--- config.mk ---
export PLATFORM = sky130hd
export DESIGN_NAME = carry_tick_timer
export DESIGN_NICKNAME = d
export VERILOG_FILES = /design/src/rtl/carry_tick_timer.sv
export SDC_FILE = /design/constraint.sdc
export NUM_CORES = 1
export LEC_CHECK = 0
export ABC_CLOCK_PERIOD_IN_PS = 2300
export BUFFER_PORTS_ARGS = -buffer_cell sky130_fd_sc_hd__buf_2
export CORE_MARGIN = 2
export CORE_UTILIZATION = 35
export CTS_BUF_LIST = sky130_fd_sc_hd__clkbuf_4 sky130_fd_sc_hd__clkbuf_8
export DETAILED_ROUTE_END_ITERATION = 8
export GPL_TIMING_DRIVEN = 0
export HOLD_SLACK_MARGIN = 0.15
export PLACE_DENSITY = 0.62
export SLEW_MARGIN = 20
export SYNTH_ARGS = -nofsm -noshare
export SYNTH_HDL_FRONTEND = slang
export SYNTH_SLANG_ARGS = --single-unit
--- constraint.sdc ---
create_clock -name clk -period 2.3 [get_ports clk]
set_input_delay 0.115 -clock clk [delete_from_list [all_inputs] [get_ports clk]]
set_output_delay 0.115 -clock clk [all_outputs]
set_load 0.01 [all_outputs]
--- src/rtl/carry_tick_timer.sv ---
// rtl/carry_tick_timer.sv - programmable tick-count timeout with expiry pulse, sticky done and overrun
module carry_tick_timer #(
    parameter int WIDTH = 8
) (
    input  logic             clk,
    input  logic             reset,
    input  logic             tick,
    input  logic             start,
    input  logic             stop,
    input  logic             auto_reload,
    input  logic [WIDTH-1:0] period,
    input  logic             ack,
    output logic [WIDTH-1:0] remaining,
    output logic             busy,
    output logic             expired,
    output logic             done,
    output logic             overrun
);

    localparam logic [1:0] IDLE    = 2'd0;
    localparam logic [1:0] ARMED   = 2'd1;
    localparam logic [1:0] EXPIRED = 2'd2;

    localparam logic [WIDTH-1:0] ONE = WIDTH'(1);

    logic [1:0]       state;
    logic [1:0]       state_n;
    logic [WIDTH-1:0] period_q;
    logic [WIDTH-1:0] period_q_n;
    logic [WIDTH-1:0] remaining_n;
    logic             start_ok;
    logic             expiry;

    assign start_ok = start && (period != '0);

    // stop pre-empts start, and an accepted start discards any same-cycle tick
    always_comb begin
        state_n     = state;
        remaining_n = remaining;
        period_q_n  = period_q;
        expiry      = 1'b0;
        if (stop) begin
            state_n     = IDLE;
            remaining_n = '0;
        end else if (start_ok) begin
            state_n     = ARMED;
            remaining_n = period;
            period_q_n  = period;
        end else begin
            case (state)
                ARMED: begin
                    if (tick) begin
                        if (remaining == ONE) begin
                            expiry = 1'b1;
                            if (auto_reload) begin
                                remaining_n = period_q;
                            end else begin
                                remaining_n = '0;
                                state_n     = EXPIRED;
                            end
                        end else begin
                            remaining_n = remaining - ONE;
                        end
                    end
                end
                EXPIRED: begin
                    if (ack) begin
                        state_n = IDLE;
                    end
                end
                default: begin
                end
            endcase
        end
    end

    // a set from expiry beats a same-cycle ack on done; overrun needs done to survive the ack
    always_ff @(posedge clk) begin
        if (reset) begin
            state     <= IDLE;
            remaining <= '0;
            period_q  <= '0;
            busy      <= 1'b0;
            expired   <= 1'b0;
            done      <= 1'b0;
            overrun   <= 1'b0;
        end else begin
            state     <= state_n;
            remaining <= remaining_n;
            period_q  <= period_q_n;
            busy      <= (state_n == ARMED);
            expired   <= expiry;
            done      <= expiry | (done & ~ack);
            overrun   <= ~ack & (overrun | (expiry & done));
        end
    end

endmodule

==> results of run 1 <==
==> power by group <==
part,leakage [nW],switching (W),internal (W)
combinational,0.407,0.0000848,0.0000734
clock,0.0210,0.000109,0.0000966
sequential,0.179,0.0000138,0.000395
==> Yosys cell counts, drive strengths merged, types with 2 or more instances <==
cell	number
nand2	23
dfxtp	22
a21oi	16
o21ai	13
nor2	10
inv	7
clkbuf	5
buf	4
ha	4
nand3	4
a32o	3
a41oi	3
nor3	3
a211oi	2
and2	2
mux2i	2
nor3b	2
o211ai	2
o22ai	2
o2bb2ai	2
or2	2
or4	2
==> what timing repair did <==
item / CTS / global route
setup buffers: 0 / 0
hold endpoints to repair: 15 / 0
setup endpoints to repair: 0 / 0
hold buffers: 9 / 0
==> worst paths after layout <==
path | endpoint | start | slack [ns]
setup / recovery | state[0] | remaining[0] | 0.25
setup reg to reg | state[0] | remaining[0] | 0.25
hold reg to reg | period_q[4] | period_q[4] | 0.49
hold / removal | remaining[2] | start | 0.20
==> final cells by class <==
cell class	count	area [um^2]	share of cell area, %
buffer	9	46.3	3.02
clock buffer	4	36.3	2.37
inverter	7	26.3	1.71
multi-input combinational	114	717	46.7
sequential	22	440	28.7
tap	46	57.6	3.75
timing repair buffer	33	210	13.7
==> registers in the layout, summed over array words and instances (netlist names) <==
signal,flops
state,2
expired,1
period_q,8
overrun,1
busy,1
done,1
remaining,8
==> stage by stage <==
| step | setup WS [ns] | area, um^2 | util, % | total power [W] |
|---|---|---|---|---|
| 6_report | 0.246 | 1530 | 45.6 | 0.000772 |
| 3_5_place_dp | 0.284 | 1410 | 41.9 | 0.000563 |
| 2_1_floorplan | 0.392 | 1230 | - | 0.000516 |
| 5_1_grt | 0.0657 | 1530 | 45.6 | 0.000821 |
| 4_1_cts | 0.257 | 1530 | 45.6 | 0.000783 |
| 3_3_place_gp | 0.254 | 1410 | 41.9 | 0.000561 |
==> per-layer routing <==
layer	vias up	GRT usage [%]	part of all wire [%]
li1	630	-	-
met4	0	6.52	1.0
met5	-	0	0
met3	4	2.68	5.0
met1	587	22.6	46
met2	28	25.5	48
==> worst max-delay path, cell delays in order, from the launching register on <==
cell and delay, ns:
dfxtp_1 0.45, ha_1 0.25, or4b_4 0.50, nor2_2 0.19
buf_4 0.21, nand2_1 0.08, o211ai_1 0.19, a21oi_1 0.09
==> cell families (layout without fill, tap and decap cells) <==
family / Yosys count / count (layout) / synth area share [%]
adders and majority gates: 4 / 4 / 4.07
buffers and inverters: 16 / 53 / 5.90
AOI/OAI and AO/OA: 50 / 50 / 26.5
and+or+nand+nor: 56 / 56 / 24.5
DFF: 22 / 22 / 35.8
xor gates and xnor gates: 1 / 1 / 0.712
muxes: 3 / 3 / 2.54
==> results_dict.tcl, run 1 <==
set metrics [dict create \
    outcome "complete, no violations" \
    syn_inst 152 \
    cts-root-buf "clkbuf_4" \
    fin_worst_hold_slack_ns 0.205 \
    synth_edf_count 0 \
    max_slew.worst_pin.slew_ns 0.644 \
    ctsResizeCount 0 \
    grt_first_pass_wirelength_um 5220 \
    cp-start-kind "flip-flop" \
    path_class "reg2reg" \
    timing.final.hold_violations 0 \
    final_standard_cell_count_with_taps_included_and_fillers_excluded 235 \
    die_area_mm2 0.00400 \
    final_cell_mix "buf_2, dfxtp_1, nand2_1" \
    post_synth_num_cell_types 48 \
    clock_tree.htree_level_count 1 \
    firstDrtPassIters 4 \
    globalRoute.totalOverflow 0 \
    antenna_cells_inserted 0 \
    layout.filler_cells 367 \
    num_vias 1249 \
    dpl.hpwl_um 2360 \
    synth_nets 171 \
    die_h_um 63.3 \
    yosys_warnings 0 \
    die_w_um 63.3 \
    yosysSeqAreaShare_pct 35.8 \
    clk_latency_ns 0.30 \
    critical_path_arrival_ns 2.25 \
    postSynthRegisterBits 22 \
    postSynth.topFlopCell "dfxtp_1" \
    final_layout_size_suffix_gt1_share_pct 22.2 \
    area_share_of_the_largest_cell_type_after_synthesis_pct 35.8 \
    boundaryPins 27 \
    drc 0 \
    worst_ir_drop_vdd_mv 0.380 \
    core_area_mm2 0.00336 \
    grt_start_max_net_pins 13 \
    maxSlewViolCount 0 \
    synth.area.top_cells "dfxtp_1, a21oi_1, nand2_1, ha_1, o21ai_1" \
    net_total_in_the_final_layout 209 \
    postSynth.asyncResetShare_pct 0 \
    finalWorstPathRequiredPeriod_ns 2.05 \
    synth_largest_area_cell "dfxtp_1" \
    total_leakage_power_nw 0.607 \
    finalClockSkew_ns 0.00465 \
    layout_commonest_cell "buf_2" \
    drt-wirelength-per-cell_um 13.0 \
    period_share_pct 89.3 \
    cts_buffer_depth 2 \
    hold-path-cell-count 3 \
    place_congestion 0.903 \
    cts.clk_slew.worst_paths_ns 0.11 \
    slew_hr_pct 56.9 \
    antenna_found_initial 0 \
    summed_instance_area_of_the_synthesized_netlist_mm2 0.00123 \
    grt_setup_unrepaired "no" \
    finalSetupTns_ns 0 \
    place.detailed.instances 222 \
    initial_utilization_pct 36.6 \
    cts_tree "built" \
    grt_pass1_vias 1098 \
    highest_fanout_seen_on_the_critical_path 10 \
    detail_route.wirelength_um 3060 \
    total_clock_buffers_created_by_cts 3 \
    setup_viol_count_final 0 \
    power_density_mw_per_mm2 504 \
    reg2reg_depth 7 \
    globalRouteTotalUtil_pct 16.4 \
    port-buffer-count 24 \
    max_freq_mhz 487 \
    synthesis.area_per_instance_um2 8.09 \
    drt.antenna.violating_nets 0 \
    drt-vias-per-instance 5.31 \
    critical_path.endpoint_type "flip-flop" \
    row_count 21 \
    max-cap-violations 0 \
    total_clock_sinks 22 \
    crit_required_ns 2.50 \
    layout-area-overhead-vs-synth_pct 24.7 \
    holdCritPathClass "in2reg" \
    detail_route.iter0.violations 51 \
]
No activity file was read; power rests on OpenSTA's default activity.
==> run 2: changes to the inputs <==
Settings changed: CORE_ASPECT_RATIO from default to 1.75.
==> results_dict.tcl, run 2 (synthesis results as in run 1) <==
set metrics [dict create \
    boundaryPins 27 \
    cts.clk_slew.worst_paths_ns 0.07 \
    row_count 28 \
    total_clock_sinks 22 \
    power.internal_w 0.000585 \
    seqPwrFrac_pct 51.1 \
    drc 0 \
    total_clock_buffers_created_by_cts 3 \
    cts_setup_buffers 0 \
    cts_buffer_depth 2 \
    final_core_utilization_pct 45.7 \
    comb_power_share_pct 20.0 \
    num_vias 1242 \
    worst_ir_drop_vdd_mv 0.336 \
    finalClockSkew_ns 0.00355 \
    critical_path_arrival_ns 2.22 \
    place_congestion 0.864 \
    drt-wirelength-per-cell_um 13.7 \
    detail_route.wirelength_um 3180 \
    layout-area-overhead-vs-synth_pct 25.0 \
    final_cell_mix "buf_2, dfxtp_1, nand2_1" \
    globalRouteTotalUtil_pct 16.7 \
    period_share_pct 90.4 \
    grt_start_max_net_pins 12 \
    grt_setup_unrepaired "no" \
    layout_commonest_cell "buf_2" \
    finalWorstPathRequiredPeriod_ns 2.08 \
    port-buffer-count 24 \
    grt_first_pass_wirelength_um 5180 \
    postPlaceCellArea_mm2 0.00141 \
    cts-root-buf "clkbuf_8" \
    globalRoute.totalOverflow 0 \
    cts_tree "built" \
    total_leakage_power_nw 0.607 \
    switching_power_of_the_nets_w 0.000214 \
    power_density_mw_per_mm2 520 \
    path_class "reg2reg" \
    clk_latency_ns 0.26 \
    firstDrtPassIters 4 \
    die_h_um 82.4 \
    crit_required_ns 2.44 \
    timing.final.hold_violations 0 \
    cp-start-kind "flip-flop" \
    maxSlewViolCount 0 \
    core_area_mm2 0.00336 \
    max_slew.worst_pin.slew_ns 0.626 \
    dp_slack_ns 0.256 \
    fin_area_mm2 0.00154 \
    drt-vias-per-instance 5.33 \
    detail_route.iter0.violations 15 \
    die_w_um 48.8 \
    setup_slack_ns 0.222 \
    holdCritPathClass "in2reg" \
    max-cap-violations 0 \
    finalSetupTns_ns 0 \
    clock_tree.htree_level_count 1 \
    dpl.hpwl_um 2470 \
    slew_hr_pct 58.1 \
    final_layout_size_suffix_gt1_share_pct 21.8 \
    die_area_mm2 0.00402 \
    highest_fanout_seen_on_the_critical_path 10 \
    initial_utilization_pct 36.6 \
    antenna_found_initial 0 \
    max_freq_mhz 481 \
    antenna_cells_inserted 0 \
    critical_path.endpoint_type "flip-flop" \
    grt_pass1_vias 1180 \
    ctsResizeCount 0 \
    largest_registers "period_q x8, remaining x8, state x2" \
    p_clk_share_pct 28.9 \
    power.switching_fraction_pct 26.8 \
    fin_worst_hold_slack_ns 0.282 \
    drt.antenna.violating_nets 0 \
    setup_viol_count_final 0 \
    net_total_in_the_final_layout 209 \
    outcome "complete, no violations" \
]
-- run 2: changes by cell type in the layout (fill, tap and decap cells not counted) --
| cell | change |
|---|---|
| clkbuf_4 | -3 |
| clkbuf_8 | +2 |
-- run 2: power by group through the flow --
stage	combinational [W]	clock [W]	sequential [W]
finish	0.000160	0.000231	0.000408
global route	0.000178	0.000253	0.000410
CTS	0.000160	0.000239	0.000408
detailed placement	0.000147	0	0.000417
global placement	0.000145	0	0.000416
floorplan	0.0000993	0	0.000417
-- run 2: critical path, stage by stage (launching register included) --
cell	delay, ns
dfxtp_1	0.43
ha_1	0.24
or4b_4	0.50
nor2_2	0.20
buf_4	0.22
nand2_1	0.09
o2111ai_1	0.20
a21oi_1	0.09
-- run 2: path summary, 6_finish.rpt --
| kind | startpoint | endpoint | slack (ns) | depth (start not counted) |
|---|---|---|---|---|
| setup reg to reg | remaining[0] | busy | 0.22 | 7 |
| hold reg to reg | period_q[7] | period_q[7] | 0.49 | 2 |
| hold / removal | start | remaining[7] | 0.28 | 3 |
| setup / recovery | remaining[0] | busy | 0.22 | 7 |
-- run 2: final cells by class --
class | instances | area [um^2]
buffer | 9 | 46.3
timing repair buffer | 33 | 210
fill | 375 | 1830
sequential | 22 | 440
tap | 45 | 56.3
multi-input combinational | 114 | 717
inverter | 7 | 26.3
clock buffer | 3 | 41.3
-- run 2: routing by layer --
layer / track usage, % / wire, um / vias to the layer above
li1: - / - / 628
met1: 17.9 / 1300 / 572
met2: 31.0 / 1660 / 31
met3: 1.80 / 100 / 11
met4: 10.9 / 119 / 0
met5: 0 / 0 / -
-- run 2: timing repair --
action	in CTS	in global routing
endpoints found under the setup margin	0	0
hold endpoints to repair	12	0
hold buffers	9	0
-- run 2: metrics by stage --
| step | std cells | power, W |
|---|---|---|
| after floorplan | 152 | 0.000516 |
| after global placement | 221 | 0.000561 |
| after detailed placement | 221 | 0.000564 |
| after CTS | 233 | 0.000806 |
| after global routing | 233 | 0.000840 |
| final | 233 | 0.000799 |
